===== src/rtl/fetch_decode_unit_if.sv =====
// Bundle for the fetch/decode unit: instruction-memory port, execute redirect and the
// decoded-instruction issue port. The unit itself uses the master view.
interface fetch_decode_unit_if #(
  parameter int unsigned PC_W  = 8,
  parameter int unsigned IMM_W = 8
);
  logic             imem_req;
  logic [PC_W-1:0]  imem_addr;
  logic             imem_valid;
  logic [15:0]      imem_rdata;
  logic             redirect_valid;
  logic [PC_W-1:0]  redirect_target;
  logic             dec_valid;
  logic             dec_ready;
  logic [PC_W-1:0]  dec_pc;
  logic [4:0]       op;
  logic [2:0]       rd;
  logic [2:0]       rs1;
  logic [2:0]       rs2;
  logic [IMM_W-1:0] imm;
  logic             imm_mode;
  logic             is_load;
  logic             is_store;
  logic             is_jmp;
  logic             is_branch;
  logic             illegal;
  logic             done;

  modport master (
    output imem_req, imem_addr,
    input  imem_valid, imem_rdata,
    input  redirect_valid, redirect_target,
    output dec_valid,
    input  dec_ready,
    output dec_pc, op, rd, rs1, rs2, imm,
    output imm_mode, is_load, is_store, is_jmp, is_branch, illegal, done
  );

  modport slave (
    input  imem_req, imem_addr,
    output imem_valid, imem_rdata,
    output redirect_valid, redirect_target,
    input  dec_valid,
    output dec_ready,
    input  dec_pc, op, rd, rs1, rs2, imm,
    input  imm_mode, is_load, is_store, is_jmp, is_branch, illegal, done
  );
endinterface


===== src/rtl/fetch_decode_unit.sv =====
// Fetches 16-bit instructions one at a time, decodes them into registered fields and
// issues them to execute; resolves jumps locally, follows redirects and halts.
module fetch_decode_unit #(
  parameter int unsigned     PC_W      = 8,
  parameter int unsigned     IMM_W     = 8,
  parameter logic [PC_W-1:0] RESET_PC  = '0,
  parameter logic [PC_W-1:0] HALT_ADDR = '1
) (
  input logic                 clk,
  input logic                 reset,
  fetch_decode_unit_if.master bus
);

  typedef enum logic [2:0] {S_FETCH, S_WAIT, S_HOLD, S_DRAIN, S_HALTED} state_t;

  typedef struct packed {
    logic [4:0]       op;
    logic [2:0]       rd;
    logic [2:0]       rs1;
    logic [2:0]       rs2;
    logic [IMM_W-1:0] imm;
    logic             imm_mode;
    logic             is_load;
    logic             is_store;
    logic             is_jmp;
    logic             is_branch;
    logic             illegal;
  } dec_t;

  localparam logic [4:0] OP_LOAD  = 5'd17;
  localparam logic [4:0] OP_STORE = 5'd24;
  localparam logic [4:0] OP_JMP   = 5'd30;
  localparam logic [4:0] OP_HALT  = 5'd31;

  state_t          state_q, state_d;
  logic [PC_W-1:0] pc_q, pc_d, dec_pc_q, dec_pc_d, jmp_off;
  dec_t            dec_q, dec_d, dec_new;
  logic            dec_valid_q, dec_valid_d, done_q, done_d;
  logic            armed_q, req;
  logic [15:0]     instr;

  assign instr   = bus.imem_rdata;
  assign jmp_off = PC_W'($signed(instr[7:0]));

  // NOTE: every field gets a default before the case, so no path leaves a latch behind.
  always_comb begin
    dec_new    = '0;
    dec_new.op = instr[15:11];
    case (instr[15:11]) inside
      [5'd0:5'd11]: begin
        dec_new.rd  = instr[10:8];
        dec_new.rs1 = instr[7:5];
        dec_new.rs2 = instr[4:2];
      end
      [5'd16:5'd20]: begin
        dec_new.rd       = instr[10:8];
        dec_new.rs1      = instr[7:5];
        dec_new.imm      = IMM_W'($signed(instr[4:0]));
        dec_new.imm_mode = 1'b1;
        dec_new.is_load  = (instr[15:11] == OP_LOAD);
      end
      OP_STORE: begin
        dec_new.rs2      = instr[10:8];
        dec_new.rs1      = instr[7:5];
        dec_new.imm      = IMM_W'($signed(instr[4:0]));
        dec_new.imm_mode = 1'b1;
        dec_new.is_store = 1'b1;
      end
      [5'd25:5'd28]: begin
        dec_new.rs1       = instr[10:8];
        dec_new.rs2       = instr[7:5];
        dec_new.imm       = IMM_W'($signed(instr[4:0]));
        dec_new.is_branch = 1'b1;
      end
      OP_JMP: begin
        dec_new.imm    = IMM_W'($signed(instr[7:0]));
        dec_new.is_jmp = 1'b1;
      end
      default: dec_new.illegal = 1'b1;
    endcase
  end

  always_comb begin
    state_d     = state_q;
    pc_d        = pc_q;
    dec_pc_d    = dec_pc_q;
    dec_d       = dec_q;
    dec_valid_d = dec_valid_q;
    done_d      = done_q;

    unique case (state_q)
      S_FETCH: if (req) state_d = S_WAIT;
      S_WAIT: begin
        if (bus.imem_valid) begin
          if (dec_new.op == OP_HALT) begin
            done_d  = 1'b1;
            state_d = S_HALTED;
          end else begin
            dec_d       = dec_new;
            dec_pc_d    = pc_q;
            dec_valid_d = 1'b1;
            pc_d        = dec_new.is_jmp ? pc_q + jmp_off : pc_q + PC_W'(1);
            state_d     = S_HOLD;
          end
        end
      end
      S_HOLD: begin
        if (bus.dec_ready) begin
          dec_valid_d = 1'b0;
          if (dec_pc_q == HALT_ADDR) begin
            done_d  = 1'b1;
            state_d = S_HALTED;
          end else begin
            state_d = S_FETCH;
          end
        end
      end
      S_DRAIN:  if (bus.imem_valid) state_d = S_FETCH;
      S_HALTED: state_d = S_HALTED;
      default:  state_d = S_FETCH;
    endcase

    // Redirect overrides everything above; a response arriving on the same edge
    // leaves nothing outstanding, so there is nothing to drain.
    if (bus.redirect_valid && state_q != S_HALTED) begin
      pc_d        = bus.redirect_target;
      dec_pc_d    = dec_pc_q;
      dec_d       = dec_q;
      dec_valid_d = 1'b0;
      done_d      = done_q;
      if (state_q == S_WAIT || state_q == S_DRAIN)
        state_d = bus.imem_valid ? S_FETCH : S_DRAIN;
      else
        state_d = S_FETCH;
    end
  end

  // NOTE: state registers use non-blocking assignments so every flop samples pre-edge values.
  always_ff @(posedge clk or posedge reset) begin
    if (reset) begin
      state_q     <= S_FETCH;
      pc_q        <= RESET_PC;
      dec_pc_q    <= '0;
      dec_q       <= '0;
      dec_valid_q <= 1'b0;
      done_q      <= 1'b0;
      armed_q     <= 1'b0;
    end else begin
      state_q     <= state_d;
      pc_q        <= pc_d;
      dec_pc_q    <= dec_pc_d;
      dec_q       <= dec_d;
      dec_valid_q <= dec_valid_d;
      done_q      <= done_d;
      armed_q     <= 1'b1;
    end
  end

  // armed_q keeps the request low during reset; a redirect in FETCH defers the
  // request one cycle so the old address is never fetched.
  assign req = (state_q == S_FETCH) && armed_q && !bus.redirect_valid;

  assign bus.imem_req  = req;
  assign bus.imem_addr = req ? pc_q : '0;
  assign bus.dec_valid = dec_valid_q;
  assign bus.dec_pc    = dec_pc_q;
  assign bus.op        = dec_q.op;
  assign bus.rd        = dec_q.rd;
  assign bus.rs1       = dec_q.rs1;
  assign bus.rs2       = dec_q.rs2;
  assign bus.imm       = dec_q.imm;
  assign bus.imm_mode  = dec_q.imm_mode;
  assign bus.is_load   = dec_q.is_load;
  assign bus.is_store  = dec_q.is_store;
  assign bus.is_jmp    = dec_q.is_jmp;
  assign bus.is_branch = dec_q.is_branch;
  assign bus.illegal   = dec_q.illegal;
  assign bus.done      = done_q;

endmodule


===== src/flat_wrapper.sv =====
// flat-port wrapper written by rule: the top's interface ports become plain ports
module fetch_decode_unit_flat 
#(
  parameter int unsigned     PC_W      = 8,
  parameter int unsigned     IMM_W     = 8,
  parameter logic [PC_W-1:0] RESET_PC  = '0,
  parameter logic [PC_W-1:0] HALT_ADDR = '1
)
  (clk, reset, bus_imem_req, bus_imem_addr, bus_imem_valid, bus_imem_rdata, bus_redirect_valid, bus_redirect_target, bus_dec_valid, bus_dec_ready, bus_dec_pc, bus_op, bus_rd, bus_rs1, bus_rs2, bus_imm, bus_imm_mode, bus_is_load, bus_is_store, bus_is_jmp, bus_is_branch, bus_illegal, bus_done);
  fetch_decode_unit_if #(.PC_W(PC_W), .IMM_W(IMM_W)) bus_i ();
  input logic clk;
  input logic reset;
  output wire logic [$bits(bus_i.imem_req)-1:0] bus_imem_req;
  output wire logic [$bits(bus_i.imem_addr)-1:0] bus_imem_addr;
  input wire logic [$bits(bus_i.imem_valid)-1:0] bus_imem_valid;
  input wire logic [$bits(bus_i.imem_rdata)-1:0] bus_imem_rdata;
  input wire logic [$bits(bus_i.redirect_valid)-1:0] bus_redirect_valid;
  input wire logic [$bits(bus_i.redirect_target)-1:0] bus_redirect_target;
  output wire logic [$bits(bus_i.dec_valid)-1:0] bus_dec_valid;
  input wire logic [$bits(bus_i.dec_ready)-1:0] bus_dec_ready;
  output wire logic [$bits(bus_i.dec_pc)-1:0] bus_dec_pc;
  output wire logic [$bits(bus_i.op)-1:0] bus_op;
  output wire logic [$bits(bus_i.rd)-1:0] bus_rd;
  output wire logic [$bits(bus_i.rs1)-1:0] bus_rs1;
  output wire logic [$bits(bus_i.rs2)-1:0] bus_rs2;
  output wire logic [$bits(bus_i.imm)-1:0] bus_imm;
  output wire logic [$bits(bus_i.imm_mode)-1:0] bus_imm_mode;
  output wire logic [$bits(bus_i.is_load)-1:0] bus_is_load;
  output wire logic [$bits(bus_i.is_store)-1:0] bus_is_store;
  output wire logic [$bits(bus_i.is_jmp)-1:0] bus_is_jmp;
  output wire logic [$bits(bus_i.is_branch)-1:0] bus_is_branch;
  output wire logic [$bits(bus_i.illegal)-1:0] bus_illegal;
  output wire logic [$bits(bus_i.done)-1:0] bus_done;
  assign bus_imem_req = bus_i.imem_req;
  assign bus_imem_addr = bus_i.imem_addr;
  assign bus_i.imem_valid = bus_imem_valid;
  assign bus_i.imem_rdata = bus_imem_rdata;
  assign bus_i.redirect_valid = bus_redirect_valid;
  assign bus_i.redirect_target = bus_redirect_target;
  assign bus_dec_valid = bus_i.dec_valid;
  assign bus_i.dec_ready = bus_dec_ready;
  assign bus_dec_pc = bus_i.dec_pc;
  assign bus_op = bus_i.op;
  assign bus_rd = bus_i.rd;
  assign bus_rs1 = bus_i.rs1;
  assign bus_rs2 = bus_i.rs2;
  assign bus_imm = bus_i.imm;
  assign bus_imm_mode = bus_i.imm_mode;
  assign bus_is_load = bus_i.is_load;
  assign bus_is_store = bus_i.is_store;
  assign bus_is_jmp = bus_i.is_jmp;
  assign bus_is_branch = bus_i.is_branch;
  assign bus_illegal = bus_i.illegal;
  assign bus_done = bus_i.done;
  fetch_decode_unit #(.PC_W(PC_W), .IMM_W(IMM_W), .RESET_PC(RESET_PC), .HALT_ADDR(HALT_ADDR)) u_core (.clk(clk), .reset(reset), .bus(bus_i));
endmodule

===== config.mk =====
export PLATFORM = sky130hd
export DESIGN_NAME = fetch_decode_unit_flat
export DESIGN_NICKNAME = d
export VERILOG_FILES = /design/src/rtl/fetch_decode_unit_if.sv /design/src/rtl/fetch_decode_unit.sv /design/src/flat_wrapper.sv
export SDC_FILE = /design/constraint.sdc
export NUM_CORES = 1
export LEC_CHECK = 0
export BUFFER_PORTS_ARGS = -buffer_cell sky130_fd_sc_hd__buf_2
export CORE_MARGIN = 1.5
export CORE_UTILIZATION = 40
export DETAILED_ROUTE_END_ITERATION = 6
export GPL_ROUTABILITY_DRIVEN = 1
export GPL_TIMING_DRIVEN = 0
export SYNTH_ARGS = -nofsm -noshare
export SYNTH_HDL_FRONTEND = slang
export SYNTH_SLANG_ARGS = --single-unit

===== constraint.sdc =====
create_clock -name clk -period 4.3 [get_ports clk]
set_clock_uncertainty 0.15 [all_clocks]
set_input_delay 0.86 -clock clk [delete_from_list [all_inputs] [get_ports clk]]
set_output_delay 0.86 -clock clk [all_outputs]
set_load 0.02 [all_outputs]

==> reports/results.tsv, run 1 <==
stage	metric	value	unit
run_status	outcome	complete, but fails checks	
run_status	failed_checks	DRC	
critical_path	worstSetupStartpointType	primary input	
floorplan	die_x	85.1	µm
pwr	p_int	1020	µW
floorplan	ios	76	
clock_network	path_clk_slew	0.09	ns
place	gp_congestion	0.871	
clock_network	cts-root-buf	clkbuf_8	
synthesis	synthArstFlopShare	100	%
global_route	grt_overflow_total	0	
pwr	powerDensity	500	nW/µm²
synthesis	syn_nets	326	
critical_path	crit_slowest_cell	nor2_1	
detailed_routing	vias	2402	
clock_network	cts_max_level	2	
critical_path	critPathBufInv	1	
global_route	grt_pass1_wl	11.1	mm
critical_path	critPathMaxFanout	8	
clock_network	cts_buffer_depth	2	
place	dp_hpwl	5.16	mm
critical_path	crit_type	in2reg	
synthesis	ys_ff_latch	50	
floorplan	core.rowCount	29	
pwr	p_sw	620	µW
critical_path	reg2regPathDepth	9	
synthesis	synth_edf_count	0	
pwr	power_frac_seq	43.0	%
synthesis	synth_cell_types	49	
synthesis	seq_area_frac_synth	46.4	%
floorplan	core_area	6420	µm²
critical_path	critPathCaptureType	flip-flop	
synthesis	postSynthAreaPerCell	9.33	µm²
clock_network	cts_hold_buf	0	
synthesis	synth.largest_area_cell	dfrtp_1	
synthesis	synthesis.instances	289	
pwr	combinationalPowerShare	37.0	%
synthesis	ys_warn_count	0	
pwr	ir_worst_vdd	0.000218	V
detailed_routing	initialDrtViolationCount	141	
detailed_routing	first_pass_iters	7	
critical_path	critical_path_arrival	3.37	ns
global_route	antenna_found_initial	0	
synthesis	yosys.area.top_type_share	46.4	%
sta	fmax	305	MHz
job	drv_cap	0	
final_layout	final_area	3280	µm²
sta	tightest_slew	0.799	ns
pwr	p_sw_share	37.8	%
detailed_routing	antenna_left	0	
critical_path	cp.depth	11	
final_layout	stdcell_count	446	
place	placed_area	3170	µm²
critical_path	required	4.39	ns
critical_path	crit_chain	buf_2 > nand4_1 > nor2_1 > and2_1 > ha_1 > nor2b_1 > o31a_1 > o21a_1 > o21a_1 > o311a_1 > nor2_1	
sta	slew_headroom	46.6	%
clock_network	cts.sinks	50	
final_layout	syn_to_final_growth	21.5	%
floorplan	start_util	42.0	%
sta	grt_setup_unrepaired	no	
synthesis	syn_area	2700	µm²
floorplan	dieArea	7250	µm²
floorplan	die_y	85.1	µm
detailed_routing	via_per_inst	5.39	
detailed_routing	wl	6.86	mm
sta	post-route-min-period	3.28	ns
clock_network	post-cts-setup-buffers	0	
clock_network	cts_resized	0	
place	port_buffers	71	
clock_network	clkLatencyLatePin	0.30	ns
clock_network	cts_buffers	5	
detailed_routing	drc_errors	3	
place	dpl.cell_count	438	
sta	fin_crit_sh	76.3	%
final_layout	nets	405	
pwr	p_clk_share	20.1	%
final_layout	drive_gt1_share	28.7	%
sta	setup_tns	0	ns
clock_network	cts_tree	done	
worst_hold_path	hold_path.class	in2async	
pwr	leakage	0.00162	µW
global_route	grt.total_usage	19.5	%
synthesis	synth_flop_cell	dfrtp_1	
critical_path	path_delay_family	simple AND/OR/NAND/NOR gates	
detailed_routing	post_drt_wl_per_cell	15.4	µm
final_layout	antenna_cells	0	
sta	final_max_slew_viol_count	0	
synthesis	synthTopCellsByArea	dfrtp_1, o21ai_0, nand2_1	
critical_path	critPathMaxStageDelay	0.42	ns
global_route	grt_pass1_vias	2206	
global_route	grt_max_degree	43	
sta	setup_viol	0	
sta	report.final.hold_viol_count	0	
## state kept, by name (all words and copies together) (netlist names), 3 cells and up
signal and count:
u_core.bus.rs1 3, u_core.bus.imm 8, u_core.bus.op 5, u_core.bus.rs2 3
u_core.pc_q 8, u_core.state_q 3, u_core.bus.dec_pc 8, u_core.bus.rd 3
## layer usage
metal	vias up	track usage, %	wire length [µm]
li1	1173	-	-
met1	1147	28.1	3310
met2	74	29.7	3140
met3	8	3.89	340
met4	0	6.11	78
met5	-	0	0
## final cells by class
type                       instances  area (µm²)
fill                             641        3140
multi-input combinational        214        1330
sequential                        50        1250
timing repair buffer              72         375
tap                               77        96.3
buffer                            14        77.6
clock buffer                       5        68.8
inverter                          11        41.3
clock inverter                     3        40.0
## power by group through the flow
stage                     Clock, µW  Sequential, µW  Combinational [µW]
after floorplan                   0             863                 240
after global placement            0             710                 604
after detailed placement          0             715                 613
after CTS                       338             706                 613
after global routing            356             726                 661
final                           329             704                 607
## path summary, 6_finish.rpt
| check | start | to | slack [ns] |
|---|---|---|---|
| worst max-delay path | bus_imem_rdata[12] | u_core.pc_q[6]$_DFFE_PP0P_ | 1.02 |
| worst min-delay path | reset | u_core.bus.dec_valid$_DFFE_PP0P_ | 0.31 |
| worst max register to register | u_core.pc_q[0]$_DFFE_PP0P_ | u_core.pc_q[6]$_DFFE_PP0P_ | 2.02 |
| worst min register to register | u_core.bus.done$_DFFE_PP0P_ | u_core.bus.done$_DFFE_PP0P_ | 0.33 |
| max in group asynchronous | reset | u_core.pc_q[5]$_DFFE_PP0P_ | 3.20 |
| min in group clk | u_core.bus.done$_DFFE_PP0P_ | u_core.bus.done$_DFFE_PP0P_ | 0.33 |
## stage by stage
step	total power, µW	hold slack (ns)	setup slack [ns]	utilization, %
4_1_cts	1660	0.314	1.04	51.0
5_1_grt	1740	0.311	0.834	51.0
3_5_place_dp	1330	0.310	0.733	49.3
2_1_floorplan	1100	0.354	1.12	-
6_report	1640	0.309	1.02	51.0
3_3_place_gp	1310	0.303	0.764	49.0
## cells by family after synthesis
group	synth area share (%)
buffers and inverters	4.41
other	0.139
multiplexers	5.33
AND/OR/NAND/NOR	18.7
AO/OA/AOI/OAI	19.3
XOR/XNOR	1.30
flip-flops	46.4
adder cells (fa/ha/maj)	4.36
## cells in the final DEF (no fill, tap or decap), drive strengths merged, types with 10 or more instances in the layout
cell type / n
mux2: 11
a21oi: 11
and2: 13
buf: 81
nor2: 25
o21ai: 36
inv: 10
dfrtp: 50
nand2: 39
clkbuf: 10
## synth_stat cells, types with 6 or more instances
| library cell | n |
|---|---|
| nand4_1 | 7 |
| a22o_1 | 8 |
| nand2_1 | 38 |
| ha_1 | 7 |
| o21ai_0 | 34 |
| dfrtp_1 | 50 |
| inv_1 | 10 |
| a21oi_1 | 11 |
| mux2_2 | 11 |
| nor2_1 | 24 |
| nor3_1 | 6 |
| and2_1 | 13 |
(Power assumes the default switching activity.)
==> inputs of run 2 (changes only) <==
- PLACE_DENSITY: default -> 0.66
- clock period: 4.3 -> 3 ns (I/O delays scaled with it)
==> reports/results.tsv, run 2 (same netlist as run 1, synthesis figures left out) <==
stage	metric	value	unit	change
run_status	outcome	complete, but fails checks		
run_status	failed_checks	DRC		
place	dp_hpwl	5.26	mm	+1.9%
clock_network	cts_max_level	2		unchanged
final_layout	nFillCells	620		-3.3%
critical_path	worstSetupStartpointType	primary input		
final_layout	nets	407		+0.49%
pwr	leakage	0.00164	µW	+1.2%
clock_network	path_clk_slew	0.10	ns	about the same
detailed_routing	first_pass_iters	7		unchanged
floorplan	die_x	85.1	µm	unchanged
global_route	grt.total_usage	19.2	%	-0.29 points
floorplan	dieArea	7250	µm²	unchanged
detailed_routing	wl	6.78	mm	-1.1%
pwr	combinationalPowerShare	35.6	%	-1.4 points
detailed_routing	vias	2389		-0.54%
global_route	antenna_found_initial	0		unchanged
detailed_routing	drc_errors	4		+1
floorplan	core.rowCount	29		unchanged
final_layout	syn_to_final_growth	23.4	%	
global_route	grt_max_degree	30		-30%
clock_network	cts_hold_buf	0		unchanged
critical_path	crit_slowest_cell	or3_1		
global_route	grt_overflow_total	0		unchanged
final_layout	final_cell_mix	buf_2, dfrtp_1, nand2_1, o21ai_0, nor2_1		
detailed_routing	via_per_inst	5.33		-0.99%
pwr	p_sw_share	36.6	%	-1.2 points
pwr	p_clk_share	23.1	%	+3.0 points
critical_path	critPathBufInv	2		+1
pwr	p_sw	896	µW	+44%
critical_path	rrSetupSlack	0.74	ns	-1.28 ns
critical_path	crit_top_cell	o21a_1		
place	gp_congestion	0.874		+0.25%
floorplan	core_area	6420	µm²	unchanged
final_layout	final_area	3330	µm²	+1.6%
critical_path	critPathCaptureType	flip-flop		
sta	slew_headroom	48.6	%	+2.0 points
sta	report.final.hold_viol_count	0		unchanged
pwr	powerDensity	735	nW/µm²	+47%
sta	grt_setup_unrepaired	no		
final_layout	final_common_cell	buf_2		
sta	final_max_slew_viol_count	0		unchanged
job	drv_cap	0		unchanged
final_layout	fin_util	51.8	%	+0.80 points
critical_path	crit_type	in2reg		
final_layout	regArea	1250	µm²	unchanged
floorplan	die_y	85.1	µm	unchanged
floorplan	start_util	42.0	%	unchanged
final_layout	multi_input_area	1340	µm²	+0.57%
floorplan	ios	76		unchanged
critical_path	critPathMaxStageDelay	0.37	ns	-0.05 ns
clock_network	cts_buffers	5		unchanged
detailed_routing	post_drt_wl_per_cell	15.1	µm	-1.6%
sta	tightest_slew	0.769	ns	-0.0302 ns
critical_path	crit_chain	buf_2 > nand4_1 > or3_1 > ha_1 > inv_1 > fa_1 > nor2b_1 > o31a_1 > o21a_1 > o21a_1 > o311a_1 > nor2_1		
sta	setup_viol	0		unchanged
critical_path	cp.depth	12		+1
sta	fin_crit_sh	95.1	%	
critical_path	critPathMaxFanout	8		unchanged
pwr	total_power	2450	µW	+49%
global_route	grt_pass1_wl	11.1	mm	-0.24%
detailed_routing	initialDrtViolationCount	208		+48%
pwr	ir_worst_vdd	0.000292	V	+34%
critical_path	required	3.09	ns	-1.30 ns
clock_network	clkLatencyLatePin	0.30	ns	about the same
sta	hold_ws	0.157	ns	-0.152 ns
sta	fmax	350	MHz	
place	port_buffers	71		unchanged
clock_network	cts-root-buf	clkbuf_8		
final_layout	antenna_cells	0		unchanged
sta	post-route-min-period	2.85	ns	
critical_path	reg2regPathDepth	9		unchanged
clock_network	cts.sinks	50		unchanged
critical_path	critical_path_arrival	2.94	ns	-0.43 ns
critical_path	reg2reg_from	u_core.pc_q[0]$_DFFE_PP0P_		
global_route	grt_pass1_vias	2295		+4.0%
clock_network	cts_buffer_depth	2		unchanged
worst_hold_path	hold_path.class	in2async		
pwr	power_frac_seq	41.3	%	-1.7 points
detailed_routing	antenna_left	0		unchanged
critical_path	path_delay_family	compound AO/OA/AOI/OAI gates		
final_layout	drive_gt1_share	29.4	%	+0.65 points
pwr	p_int	1550	µW	+52%
place	placed_area	3170	µm²	unchanged
critical_path	r2r-end	u_core.pc_q[6]$_DFFE_PP0P_		
clock_network	cts_tree	done		
## run 2: worst max path at each step
stage	startpoint	to	slack [ns]
detailed placement	bus_imem_rdata[14]	u_core.pc_q[6]$_DFFE_PP0P_	-0.28
global placement	bus_imem_rdata[14]	u_core.pc_q[6]$_DFFE_PP0P_	-0.22
floorplan	bus_imem_rdata[14]	u_core.pc_q[6]$_DFFE_PP0P_	0.08
finish	bus_imem_rdata[12]	u_core.pc_q[6]$_DFFE_PP0P_	0.15
global route	bus_imem_rdata[12]	u_core.pc_q[7]$_DFFE_PP0P_	0.007
CTS	bus_imem_rdata[14]	u_core.pc_q[6]$_DFFE_PP0P_	0.02
## run 2: area by class of cell
cell class	count	area share, %
multi-input combinational	214	40.1
buffer	14	2.33
clock inverter	3	2.07
tap	77	2.89
sequential	50	37.6
timing repair buffer	74	11.7
clock buffer	5	2.07
inverter	11	1.24
## run 2: layer usage
metal  global-route usage [%]  part of all wire, %
met3                     2.82                  4.7
met2                     31.2                   47
met1                     27.3                   47
met4                     4.47                  1.3
met5                        0                    0
## run 2: power by group through the flow
stage          Sequential (µW)  Clock (µW)  Combinational, µW
3_3_place_gp              1020           0                860
4_1_cts                   1010         573                879
2_1_floorplan             1240           0                344
3_5_place_dp              1030           0                879
6_report                  1010         565                872
5_1_grt                   1040         604                950
## run 2: what timing repair did
| item | 4_1_cts | 5_1_grt |
|---|---|---|
| endpoints found under the hold margin | 0 | 0 |
| resized for setup | 0 | 2 |
| endpoints found under the setup margin | 0 | 3 |
| setup buffers | 0 | 2 |
## run 2: through the flow
| stage | instances | worst slack [ns] | setup TNS [ns] |
|---|---|---|---|
| after floorplan | 289 | 0.0784 | 0 |
| final | 448 | 0.147 | 0 |
| after detailed placement | 438 | -0.282 | -0.696 |
| after global placement | 437 | -0.218 | -0.511 |
| after global routing | 448 | 0.00723 | 0 |
| after CTS | 446 | 0.0222 | 0 |
## run 2: worst reg2reg max path, delay by kind of cell, from the launching register on
kind | cells | cell delay (ns)
buffers and inverters | 1 | 0.08
DFF | 1 | 0.40
AOI/OAI and AO/OA | 3 | 0.63
adders and majority gates | 2 | 0.64
and+or+nand+nor | 3 | 0.30
